File: src/rtl/pipeline_hazard_ctrl_pkg.sv
// Shared types for the pipeline hazard controller: FSM states, the
// stage-register control word, and the priority decode used on every
// non-frozen cycle.
package pipeline_hazard_ctrl_pkg;

  localparam int REG_IDX_W_DEF     = 5;
  localparam int STALL_TIMEOUT_DEF = 1023;
  localparam int CNT_W_DEF         = 32;

  typedef enum logic {RUN = 1'b0, MEM_WAIT = 1'b1} hazard_state_e;

  typedef struct packed {
    logic pc_en;
    logic ifid_en;
    logic idex_en;
    logic exmem_en;
    logic memwb_en;
    logic ifid_flush;
    logic idex_flush;
    logic imem_hold;
    logic imem_use_held;
  } stage_ctl_t;

  localparam stage_ctl_t CTL_FREEZE = '0;

  // Redirect beats load-use: the younger load-use consumer is squashed anyway.
  function automatic stage_ctl_t run_ctl(input logic redirect, input logic load_use);
    stage_ctl_t c;
    c = CTL_FREEZE;
    c.idex_en  = 1'b1;
    c.exmem_en = 1'b1;
    c.memwb_en = 1'b1;
    if (redirect) begin
      c.pc_en      = 1'b1;
      c.ifid_en    = 1'b1;
      c.ifid_flush = 1'b1;
      c.idex_flush = 1'b1;
    end else if (load_use) begin
      c.idex_flush = 1'b1;
    end else begin
      c.pc_en   = 1'b1;
      c.ifid_en = 1'b1;
    end
    return c;
  endfunction

endpackage

File: src/rtl/pipeline_hazard_ctrl_if.sv
// Pipeline <-> hazard controller bundle. master = datapath side,
// slave = hazard controller.
interface pipeline_hazard_ctrl_if #(
  parameter int REG_IDX_W = 5,
  parameter int CNT_W     = 32
);
  logic                 imem_req, imem_resp, dmem_req, dmem_resp;
  logic                 idex_mem_read;
  logic [REG_IDX_W-1:0] idex_rd, ifid_rs1, ifid_rs2;
  logic                 ifid_use_rs1, ifid_use_rs2, ex_redirect;
  logic                 pc_en, ifid_en, idex_en, exmem_en, memwb_en;
  logic                 ifid_flush, idex_flush, imem_hold, imem_use_held;
  logic                 hang_err;
  logic [CNT_W-1:0]     stall_cycles, loaduse_cnt, flush_cnt;

  modport master (
    output imem_req, imem_resp, dmem_req, dmem_resp, idex_mem_read, idex_rd,
           ifid_rs1, ifid_rs2, ifid_use_rs1, ifid_use_rs2, ex_redirect,
    input  pc_en, ifid_en, idex_en, exmem_en, memwb_en, ifid_flush, idex_flush,
           imem_hold, imem_use_held, hang_err, stall_cycles, loaduse_cnt, flush_cnt
  );

  modport slave (
    input  imem_req, imem_resp, dmem_req, dmem_resp, idex_mem_read, idex_rd,
           ifid_rs1, ifid_rs2, ifid_use_rs1, ifid_use_rs2, ex_redirect,
    output pc_en, ifid_en, idex_en, exmem_en, memwb_en, ifid_flush, idex_flush,
           imem_hold, imem_use_held, hang_err, stall_cycles, loaduse_cnt, flush_cnt
  );
endinterface

File: src/rtl/pipeline_hazard_ctrl_perf_ctrs.sv
// Free-running wrap-around perf counters for freeze cycles, load-use
// bubbles and redirect flushes.
module hazard_perf_ctrs #(
  parameter int CNT_W = 32
) (
  input  logic             clk,
  input  logic             rst,
  input  logic             stall_inc,
  input  logic             loaduse_inc,
  input  logic             flush_inc,
  output logic [CNT_W-1:0] stall_cycles,
  output logic [CNT_W-1:0] loaduse_cnt,
  output logic [CNT_W-1:0] flush_cnt
);
  logic [CNT_W-1:0] stall_q, stall_d, lu_q, lu_d, fl_q, fl_d;

  // Next-count: each counter bumps by one on its event, wrapping naturally.
  always_comb begin
    stall_d = stall_q + CNT_W'(stall_inc);
    lu_d    = lu_q + CNT_W'(loaduse_inc);
    fl_d    = fl_q + CNT_W'(flush_inc);
  end

  // Counter registers.
  always_ff @(posedge clk or negedge rst) begin
    if (!rst) begin
      stall_q <= '0;
      lu_q    <= '0;
      fl_q    <= '0;
    end else begin
      stall_q <= stall_d;
      lu_q    <= lu_d;
      fl_q    <= fl_d;
    end
  end

  assign stall_cycles = stall_q;
  assign loaduse_cnt  = lu_q;
  assign flush_cnt    = fl_q;
endmodule

File: src/rtl/pipeline_hazard_ctrl.sv
// Stall/flush sequencer for the IF/ID, ID/EX, EX/MEM, MEM/WB registers.
// Freezes the whole pipe while imem or dmem is outstanding, remembers a
// response that lands early (split imem/dmem), then releases with normal
// redirect/load-use priority. Outputs are combinational (zero latency).
// Optional: HAZARD_PERF_CNT_EN adds the perf counters; otherwise the
// counter outputs read zero.
module pipeline_hazard_ctrl
  import pipeline_hazard_ctrl_pkg::*;
#(
  parameter int STALL_TIMEOUT = STALL_TIMEOUT_DEF,
  parameter int CNT_W         = CNT_W_DEF
) (
  input logic                   clk,
  input logic                   rst,
  pipeline_hazard_ctrl_if.slave bus
);
  localparam int              WAIT_W = $clog2(STALL_TIMEOUT + 1);
  localparam logic [WAIT_W-1:0] TMO  = WAIT_W'(STALL_TIMEOUT);

  hazard_state_e     state_q, state_d;
  logic              imem_got_q, imem_got_d, dmem_got_q, dmem_got_d;
  logic              hang_q, hang_d;
  logic [WAIT_W-1:0] wait_cnt_q, wait_cnt_d;
  logic              imem_pend, dmem_pend, mem_busy, load_use;
  stage_ctl_t        ctl;

  assign imem_pend = bus.imem_req & ~bus.imem_resp & ~imem_got_q;
  assign dmem_pend = bus.dmem_req & ~bus.dmem_resp & ~dmem_got_q;
  assign mem_busy  = imem_pend | dmem_pend;
  // x0 is hardwired zero, so a load to it never creates a dependency.
  assign load_use  = bus.idex_mem_read && (bus.idex_rd != '0) &&
                     ((bus.ifid_use_rs1 && (bus.ifid_rs1 == bus.idex_rd)) ||
                      (bus.ifid_use_rs2 && (bus.ifid_rs2 == bus.idex_rd)));

  // Next state, response bookkeeping, timeout and stage controls.
  always_comb begin
    state_d    = state_q;
    imem_got_d = imem_got_q;
    dmem_got_d = dmem_got_q;
    wait_cnt_d = wait_cnt_q;
    hang_d     = hang_q;
    ctl        = CTL_FREEZE;
    if (mem_busy) begin
      state_d = MEM_WAIT;
      // Fetch data arrived but dmem still outstanding: park it until release.
      if (bus.imem_resp && dmem_pend) begin
        ctl.imem_hold = 1'b1;
        imem_got_d    = 1'b1;
      end
      if (bus.dmem_resp && imem_pend) dmem_got_d = 1'b1;
      if (state_q == MEM_WAIT) begin
        if (wait_cnt_q != TMO) wait_cnt_d = wait_cnt_q + 1'b1;
        if (wait_cnt_d == TMO) hang_d = 1'b1;
      end
    end else begin
      // Release (or plain RUN): EX is still holding any redirect seen in the freeze.
      ctl               = run_ctl(bus.ex_redirect, load_use);
      ctl.imem_use_held = imem_got_q;
      state_d           = RUN;
      imem_got_d        = 1'b0;
      dmem_got_d        = 1'b0;
      wait_cnt_d        = '0;
    end
    if (!rst) ctl = CTL_FREEZE;
  end

  // State and sticky-flag registers.
  always_ff @(posedge clk or negedge rst) begin
    if (!rst) begin
      state_q    <= RUN;
      imem_got_q <= 1'b0;
      dmem_got_q <= 1'b0;
      wait_cnt_q <= '0;
      hang_q     <= 1'b0;
    end else begin
      state_q    <= state_d;
      imem_got_q <= imem_got_d;
      dmem_got_q <= dmem_got_d;
      wait_cnt_q <= wait_cnt_d;
      hang_q     <= hang_d;
    end
  end

  assign bus.pc_en         = ctl.pc_en;
  assign bus.ifid_en       = ctl.ifid_en;
  assign bus.idex_en       = ctl.idex_en;
  assign bus.exmem_en      = ctl.exmem_en;
  assign bus.memwb_en      = ctl.memwb_en;
  assign bus.ifid_flush    = ctl.ifid_flush;
  assign bus.idex_flush    = ctl.idex_flush;
  assign bus.imem_hold     = ctl.imem_hold;
  assign bus.imem_use_held = ctl.imem_use_held;
  assign bus.hang_err      = hang_q;

`ifdef HAZARD_PERF_CNT_EN
  logic stall_inc, loaduse_inc, flush_inc;
  assign stall_inc   = mem_busy;
  assign loaduse_inc = ~mem_busy & ~bus.ex_redirect & load_use;
  assign flush_inc   = ~mem_busy & bus.ex_redirect;

  hazard_perf_ctrs #(.CNT_W(CNT_W)) u_perf (
    .clk          (clk),
    .rst          (rst),
    .stall_inc    (stall_inc),
    .loaduse_inc  (loaduse_inc),
    .flush_inc    (flush_inc),
    .stall_cycles (bus.stall_cycles),
    .loaduse_cnt  (bus.loaduse_cnt),
    .flush_cnt    (bus.flush_cnt)
  );
`else
  assign bus.stall_cycles = {CNT_W{1'b0}};
  assign bus.loaduse_cnt  = {CNT_W{1'b0}};
  assign bus.flush_cnt    = {CNT_W{1'b0}};
`endif
endmodule
File: src/flat_wrapper.sv
// flat-port wrapper written by rule: the top's interface ports become plain ports
module pipeline_hazard_ctrl_flat import pipeline_hazard_ctrl_pkg::*;
#(
  parameter int STALL_TIMEOUT = STALL_TIMEOUT_DEF,
  parameter int CNT_W         = CNT_W_DEF
)
  (clk, rst, bus_imem_req, bus_imem_resp, bus_dmem_req, bus_dmem_resp, bus_idex_mem_read, bus_idex_rd, bus_ifid_rs1, bus_ifid_rs2, bus_ifid_use_rs1, bus_ifid_use_rs2, bus_ex_redirect, bus_pc_en, bus_ifid_en, bus_idex_en, bus_exmem_en, bus_memwb_en, bus_ifid_flush, bus_idex_flush, bus_imem_hold, bus_imem_use_held, bus_hang_err, bus_stall_cycles, bus_loaduse_cnt, bus_flush_cnt);
  pipeline_hazard_ctrl_if #(.CNT_W(CNT_W)) bus_i ();
  input logic clk;
  input logic rst;
  input wire logic [$bits(bus_i.imem_req)-1:0] bus_imem_req;
  input wire logic [$bits(bus_i.imem_resp)-1:0] bus_imem_resp;
  input wire logic [$bits(bus_i.dmem_req)-1:0] bus_dmem_req;
  input wire logic [$bits(bus_i.dmem_resp)-1:0] bus_dmem_resp;
  input wire logic [$bits(bus_i.idex_mem_read)-1:0] bus_idex_mem_read;
  input wire logic [$bits(bus_i.idex_rd)-1:0] bus_idex_rd;
  input wire logic [$bits(bus_i.ifid_rs1)-1:0] bus_ifid_rs1;
  input wire logic [$bits(bus_i.ifid_rs2)-1:0] bus_ifid_rs2;
  input wire logic [$bits(bus_i.ifid_use_rs1)-1:0] bus_ifid_use_rs1;
  input wire logic [$bits(bus_i.ifid_use_rs2)-1:0] bus_ifid_use_rs2;
  input wire logic [$bits(bus_i.ex_redirect)-1:0] bus_ex_redirect;
  output wire logic [$bits(bus_i.pc_en)-1:0] bus_pc_en;
  output wire logic [$bits(bus_i.ifid_en)-1:0] bus_ifid_en;
  output wire logic [$bits(bus_i.idex_en)-1:0] bus_idex_en;
  output wire logic [$bits(bus_i.exmem_en)-1:0] bus_exmem_en;
  output wire logic [$bits(bus_i.memwb_en)-1:0] bus_memwb_en;
  output wire logic [$bits(bus_i.ifid_flush)-1:0] bus_ifid_flush;
  output wire logic [$bits(bus_i.idex_flush)-1:0] bus_idex_flush;
  output wire logic [$bits(bus_i.imem_hold)-1:0] bus_imem_hold;
  output wire logic [$bits(bus_i.imem_use_held)-1:0] bus_imem_use_held;
  output wire logic [$bits(bus_i.hang_err)-1:0] bus_hang_err;
  output wire logic [$bits(bus_i.stall_cycles)-1:0] bus_stall_cycles;
  output wire logic [$bits(bus_i.loaduse_cnt)-1:0] bus_loaduse_cnt;
  output wire logic [$bits(bus_i.flush_cnt)-1:0] bus_flush_cnt;
  assign bus_i.imem_req = bus_imem_req;
  assign bus_i.imem_resp = bus_imem_resp;
  assign bus_i.dmem_req = bus_dmem_req;
  assign bus_i.dmem_resp = bus_dmem_resp;
  assign bus_i.idex_mem_read = bus_idex_mem_read;
  assign bus_i.idex_rd = bus_idex_rd;
  assign bus_i.ifid_rs1 = bus_ifid_rs1;
  assign bus_i.ifid_rs2 = bus_ifid_rs2;
  assign bus_i.ifid_use_rs1 = bus_ifid_use_rs1;
  assign bus_i.ifid_use_rs2 = bus_ifid_use_rs2;
  assign bus_i.ex_redirect = bus_ex_redirect;
  assign bus_pc_en = bus_i.pc_en;
  assign bus_ifid_en = bus_i.ifid_en;
  assign bus_idex_en = bus_i.idex_en;
  assign bus_exmem_en = bus_i.exmem_en;
  assign bus_memwb_en = bus_i.memwb_en;
  assign bus_ifid_flush = bus_i.ifid_flush;
  assign bus_idex_flush = bus_i.idex_flush;
  assign bus_imem_hold = bus_i.imem_hold;
  assign bus_imem_use_held = bus_i.imem_use_held;
  assign bus_hang_err = bus_i.hang_err;
  assign bus_stall_cycles = bus_i.stall_cycles;
  assign bus_loaduse_cnt = bus_i.loaduse_cnt;
  assign bus_flush_cnt = bus_i.flush_cnt;
  pipeline_hazard_ctrl #(.STALL_TIMEOUT(STALL_TIMEOUT), .CNT_W(CNT_W)) u_core (.clk(clk), .rst(rst), .bus(bus_i));
endmodule
File: config.mk
export PLATFORM = sky130hd
export DESIGN_NAME = pipeline_hazard_ctrl_flat
export DESIGN_NICKNAME = d
export VERILOG_FILES = /design/src/rtl/pipeline_hazard_ctrl_pkg.sv /design/src/rtl/pipeline_hazard_ctrl_if.sv /design/src/rtl/pipeline_hazard_ctrl_perf_ctrs.sv /design/src/rtl/pipeline_hazard_ctrl.sv /design/src/flat_wrapper.sv
export SDC_FILE = /design/constraint.sdc
export NUM_CORES = 1
export LEC_CHECK = 0
export CORE_MARGIN = 1.5
export CORE_UTILIZATION = 37
export DETAILED_ROUTE_END_ITERATION = 8
export PLACE_DENSITY = 0.95
export SETUP_SLACK_MARGIN = 0.3
export SKIP_CTS_REPAIR_TIMING = 1
export SYNTH_ARGS = -nofsm -noshare
export SYNTH_HDL_FRONTEND = slang
export SYNTH_HIERARCHICAL = 1
export SYNTH_SLANG_ARGS = --single-unit
File: constraint.sdc
create_clock -name clk -period 3.4 [get_ports clk]
set_input_delay 0.68 -clock clk [delete_from_list [all_inputs] [get_ports clk]]
set_output_delay 0.68 -clock clk [all_outputs]
set_load 0.02 [all_outputs]
### Word-level counts from Yosys, hierarchy flattened

Cells that the tools add are included.

| word-level totals | value |
|---|---|
| logic and storage cells | 51 |
| output and inout port bits | 106 |
| register bits | 14 |
| input bits | 25 |

| operators by class | value |
|---|---|
| bitwise operators | 9 |
| equal/unequal tests | 7 |
| add/subtract/negate cells | 1 |
| multiplexer cells | 20 |
| reduce and logical (&&, ||, !) cells | 9 |

Operators by type and width:

| cell | count |
|---|---|
| $mux 10 | 5 |
| $mux 1 | 11 |
| $add 10x1->10 const B | 1 |
| $eq 10x10->1 const B | 1 |
| $eq 5x5->1 | 2 |
| $ne 10x10->1 const B | 1 |
| $mux 9 | 1 |
| $mux 7 | 1 |
| $logic_and 1x1->1 | 6 |
| $reduce_bool 5->1 | 1 |
| $and 1x1->1 | 4 |
| $mux 2 | 2 |
| $ne 2x2->1 const B | 2 |
| $not 1->1 | 4 |
| $reduce_and 3->1 | 1 |
| $ne 2x1->1 const B | 1 |
| $logic_or 1x1->1 | 1 |
| $or 1x1->1 | 1 |

### Longest topological paths before layout

| logic depth | value |
|---|---|
| depth after elaboration | 8 |
| gate-level depth with buffers | 7 |
| gate-level depth less buffers | 6 |

### Worst setup path after synthesis

Ideal clock, no wire load.

| path | value |
|---|---|
| kind | input port to output port |
| from | in bus_dmem_req |
| to | out bus_idex_flush |
| buffers on the path | 0 |
| required time | 2.720 ns |
| path slack | 0.813 ns |
| arrival time | 1.907 ns |
| stages on the path | 4 |
| path through | nor3b_1 -> a21oi_1 -> and2_1 -> a21boi_0 |

| between the ends | value |
|---|---|
| longest elaborated chain between the ends | 5 |

RTL lines:

| item | RTL line | RTL |
|---|---|---|
| start: declaration | flat_wrapper.sv:13 | `input wire logic [$bits(bus_i.dmem_req)-1:0] bus_dmem_req;` |
| $and 1x1->1 (2 in series) | pipeline_hazard_ctrl.sv:28 | `assign dmem_pend = bus.dmem_req & ~bus.dmem_resp & ~dmem_got_q;` |
| $or 1x1->1 | pipeline_hazard_ctrl.sv:29 | `assign mem_busy = imem_pend \| dmem_pend;` |
| $mux 7 | pipeline_hazard_ctrl.sv:43 | `if (mem_busy) begin` |
| $mux 9 | pipeline_hazard_ctrl.sv:64 | `if (!rst) ctl = CTL_FREEZE;` |
| end: declaration | flat_wrapper.sv:28 | `output wire logic [$bits(bus_i.idex_flush)-1:0] bus_idex_flush;` |

No other way between the ends.

### Worst setup path after layout

| path | value |
|---|---|
| from | in bus_idex_rd[1] |
| to | out bus_pc_en |

| between the ends | value |
|---|---|
| longest elaborated chain between the ends | 8 |
| elaborated cells on any way between the ends | 12 |
| those cells by class | eq/ne: 2; mux: 4; reduce/logical: 6 |

RTL lines:

| item | RTL line | RTL |
|---|---|---|
| start: declaration | flat_wrapper.sv:16 | `input wire logic [$bits(bus_i.idex_rd)-1:0] bus_idex_rd;` |
| $eq 5x5->1 (on tied branches) | pipeline_hazard_ctrl.sv:32, pipeline_hazard_ctrl.sv:33 |  |
| $logic_and 1x1->1 (on tied branches) | pipeline_hazard_ctrl.sv:32, pipeline_hazard_ctrl.sv:33 |  |
| $logic_or 1x1->1 | pipeline_hazard_ctrl.sv:32 | `((bus.ifid_use_rs1 && (bus.ifid_rs1 == bus.idex_rd)) \|\|` |
| $logic_and 1x1->1 * | pipeline_hazard_ctrl.sv:31 | `assign load_use = bus.idex_mem_read && (bus.idex_rd != '0) &&` |
| $mux 2 * | pipeline_hazard_ctrl_pkg.sv:38 | `end else if (load_use) begin` |
| $mux 2 * | pipeline_hazard_ctrl_pkg.sv:33 | `if (redirect) begin` |
| $mux 7 * | pipeline_hazard_ctrl.sv:43 |  |
| $mux 9 * | pipeline_hazard_ctrl.sv:64 |  |
| end: declaration | flat_wrapper.sv:22 | `output wire logic [$bits(bus_i.pc_en)-1:0] bus_pc_en;` |

Every way passes the cells marked *; elsewhere a longest branch is shown, timed or not.

==> out/qor.txt <==
Most frequently used cell type in the post-synthesis netlist = sky130_fd_sc_hd__buf_4
Die footprint = 5180 um2
Critical path class = in2out
Number of buffers between clock root and the deepest sink = 2
Power, Total = 530 uW
Clock latency of the later-clocked register in the worst-skew pair = 0.25 ns
Synthesized area per cell = 8.23 um2
Outcome = completed
Register Area = 350 um2
Total leakage power = 0.00103 uW
Number of core rows = 24
Finished Core Util = 41.2%
Count of inserted antenna diode cells = 0
Cell variety after synth = 40
Proportion of layout cells with a drive suffix above 1 = 5.28%
Cell count after synthesis = 214
Unrepaired setup endpoints after global routing = false
Yosys synthesis warning count = 6
CTS tree = built
Overall routing resource usage = 10.7%
Maximum level of the CTS H-tree = 1
Effective utilization at floorplan = 39.3%
Fillers = 444
Post-synthesis register bit count = 14
Hold path cells = 1
Kind of end point of the critical path = output port
Startpoint of the worst setup timing path = bus_idex_rd[1]
Cell-by-cell listing of the critical path = clkdlybuf4s50_1, or4_1, o211ai_1, o21a_1, dlymetal6s2s_1
Final Slew Violations = 0
Hold Violations, Final = 0
Post-DP HPWL = 2530 um
Post-detailed-route via-to-cell ratio = 4.14
CP bufs+invs = 2
Number of vias after detailed routing = 1235
Routed wire per std cell = 10.2 um
Worst R2R Setup Slack = 1.58 ns
Worst VDD drop = 0.244 mV
Max Clk Rate = 339 MHz
Number of port buffers = 34
Endpoint required time on the critical path = 2.72 ns
RR Startpoint = u_core/wait_cnt_q[0]
Number of maximum-capacitance constraint violations = 0
Element type at the critical path start = primary input
Top-Level Pins = 131
Num Clock Sinks = 14
Final critical-path share of the clock period = 86.8%
Biggest area consumer among synthesized cells = sky130_fd_sc_hd__buf_4
Final-stage net count = 273
Cell count along the critical path = 5
Post-synthesis to final-layout area growth = 4.83%
Count of cells along the worst register-to-register path = 6
Data arrival at the endpoint of the critical path = 2.27 ns
Vias in the first global route = 1010
Max Fanout on Critical Path = 3
Multi-input combinational cell area = 981 um2
Critical Path Slowest Stage Cell = sky130_fd_sc_hd__or4_1
Final WL = 3040 um
Register clock-pin slew on the reported worst setup and hold paths = 0.06 ns
Gate family responsible for the most delay along the worst path = buffers and inverters
CTS Root Buffer Type = sky130_fd_sc_hd__clkbuf_8
Final routed DRC violation total = 0
1st-iter DRT viols = 23
Shortest clock period the worst path allows after layout = 2.95 ns
Core region area = 4470 um2
Critical path endpoint = bus_pc_en
Worst reg2reg endpoint = u_core/wait_cnt_q[1]
Leftover overflow at the end of global routing = 0
Worst Hold Class = reg2reg
Flip-flop cell with the highest count after synthesis = sky130_fd_sc_hd__dfrtp_1
Area of the mapped netlist = 1760 um2
Final weighted congestion in routability-driven placement = 0.857
Sequential share of the synthesized area = 19.9%
EDFF count, synth = 0
Worst clock skew = 0.00310 ns
Top cells by instance count after synthesis = sky130_fd_sc_hd__buf_4 (99), sky130_fd_sc_hd__dfrtp_1 (14), sky130_fd_sc_hd__nor2_1 (13)
Maximum cell stage delay along the critical path = 0.53 ns
Cell area power density = 287 nW/um2
Setup_tns = 0 ns
Pin count of the biggest net entering global routing = 18
First-pass GRT wire length = 4430 um
Count of antenna-violating nets left after detailed routing = 0
DRT Pass-1 Iters = 4
Area share of the leading cell type in the synthesized netlist = 42.2%
Initial antenna violation count = 0
Final setup fails = 0
Die Height = 72.0 um
Number of buffers added by the clock tree synthesis step = 3
Proportion of register bits with asynchronous set or reset after synthesis = 100%
Floorplan die width = 72.0 um
Most area-consuming cells after synthesis = sky130_fd_sc_hd__buf_4 (42%), sky130_fd_sc_hd__dfrtp_1 (20%), sky130_fd_sc_hd__xnor2_1 (6.0%)
-- worst min-delay path by stage --
stage,startpoint,to,slack [ns]
global placement,u_core/bus.hang_err,u_core/bus.hang_err,0.45
floorplan,rst,u_core/bus.hang_err,0.38
CTS,u_core/bus.hang_err,u_core/bus.hang_err,0.48
detailed placement,u_core/bus.hang_err,u_core/bus.hang_err,0.46
global route,u_core/bus.hang_err,u_core/bus.hang_err,0.51
finish,u_core/bus.hang_err,u_core/bus.hang_err,0.47
-- worst register-to-register path, delay by kind of cell (launching register included) --
family | cells | cell delay, ns
multiplexers | 1 | 0.22
adder cells (fa/ha/maj) | 1 | 0.40
flip-flops | 1 | 0.45
AND/OR/NAND/NOR | 4 | 0.64
-- per-layer routing --
metal / global-route usage, % / routed length, um / share of wire, % / vias up
met5: 0 / 0 / 0 / -
met2: 19.3 / 1720 / 56 / 78
met3: 3.06 / 215 / 7.1 / 8
met4: 4.40 / 55 / 1.8 / 0
met1: 11.7 / 1050 / 35 / 567
li1: - / - / - / 582
-- sequential cells by signal (all words and copies together), names as in the netlist --
signal	flops
u_core/bus.hang_err	1
u_core/imem_got_q	1
u_core/wait_cnt_q	10
u_core/state_q	1
u_core/dmem_got_q	1
-- report_power, final --
part	total, uW	internal [uW]	switching [uW]	leakage, uW
Combinational	193	55.2	137	0.000805
Sequential	177	171	5.55	0.000192
Clock	161	103	57.9	0.0000288
Total	530	329	201	0.00103
-- stage by stage --
step           area, um2  setup WS (ns)  std cells  hold slack [ns]
5_1_grt             1850          0.386        298            0.512
3_3_place_gp        1770         0.0822        294            0.453
3_5_place_dp        1770         0.0651        294            0.464
2_1_floorplan       2120          0.813        309            0.384
4_1_cts             1820         0.0585        298            0.478
6_report            1850          0.450        298            0.470
-- kinds of logic after synthesis --
family	synth area share, %
simple gates	16.6
xor+xnor	7.46
fa+ha+maj	0.711
flops	19.9
mux	1.14
other cells	0.213
buf+inv	44.9
compound gates	9.03
-- cells in the final DEF (no fill, tap or decap), types with 2 or more instances in the layout --
cell type                         instances
sky130_fd_sc_hd__a211oi_1                 2
sky130_fd_sc_hd__a21oi_1                  3
sky130_fd_sc_hd__a31oi_1                  4
sky130_fd_sc_hd__and2_1                   3
sky130_fd_sc_hd__and3_1                   4
sky130_fd_sc_hd__buf_4                    3
sky130_fd_sc_hd__clkbuf_8                 4
sky130_fd_sc_hd__clkdlybuf4s50_1         26
sky130_fd_sc_hd__conb_1                  96
sky130_fd_sc_hd__dfrtp_1                 14
sky130_fd_sc_hd__dlymetal6s2s_1           8
sky130_fd_sc_hd__inv_1                    3
sky130_fd_sc_hd__mux2i_1                  2
sky130_fd_sc_hd__nand2_1                  9
sky130_fd_sc_hd__nand3_1                  6
sky130_fd_sc_hd__nand4_1                  3
sky130_fd_sc_hd__nor2_1                  13
sky130_fd_sc_hd__nor2b_1                  2
sky130_fd_sc_hd__nor3_1                   3
sky130_fd_sc_hd__nor3_2                   2
sky130_fd_sc_hd__o211a_1                  2
sky130_fd_sc_hd__o21ai_1                  2
sky130_fd_sc_hd__xnor2_1                 12
sky130_fd_sc_hd__xor2_1                   3
-- area by class of cell --
| class | instances | area share (%) |
|---|---|---|
| inverters | 3 | 0.610 |
| multi-input cells | 188 | 53.2 |
| clock buffers | 4 | 2.98 |
| well taps | 52 | 3.53 |
| flip-flops and latches | 14 | 19.0 |
| repair buffers | 37 | 20.7 |
Note: power is estimated with default switching activity, not from simulation.
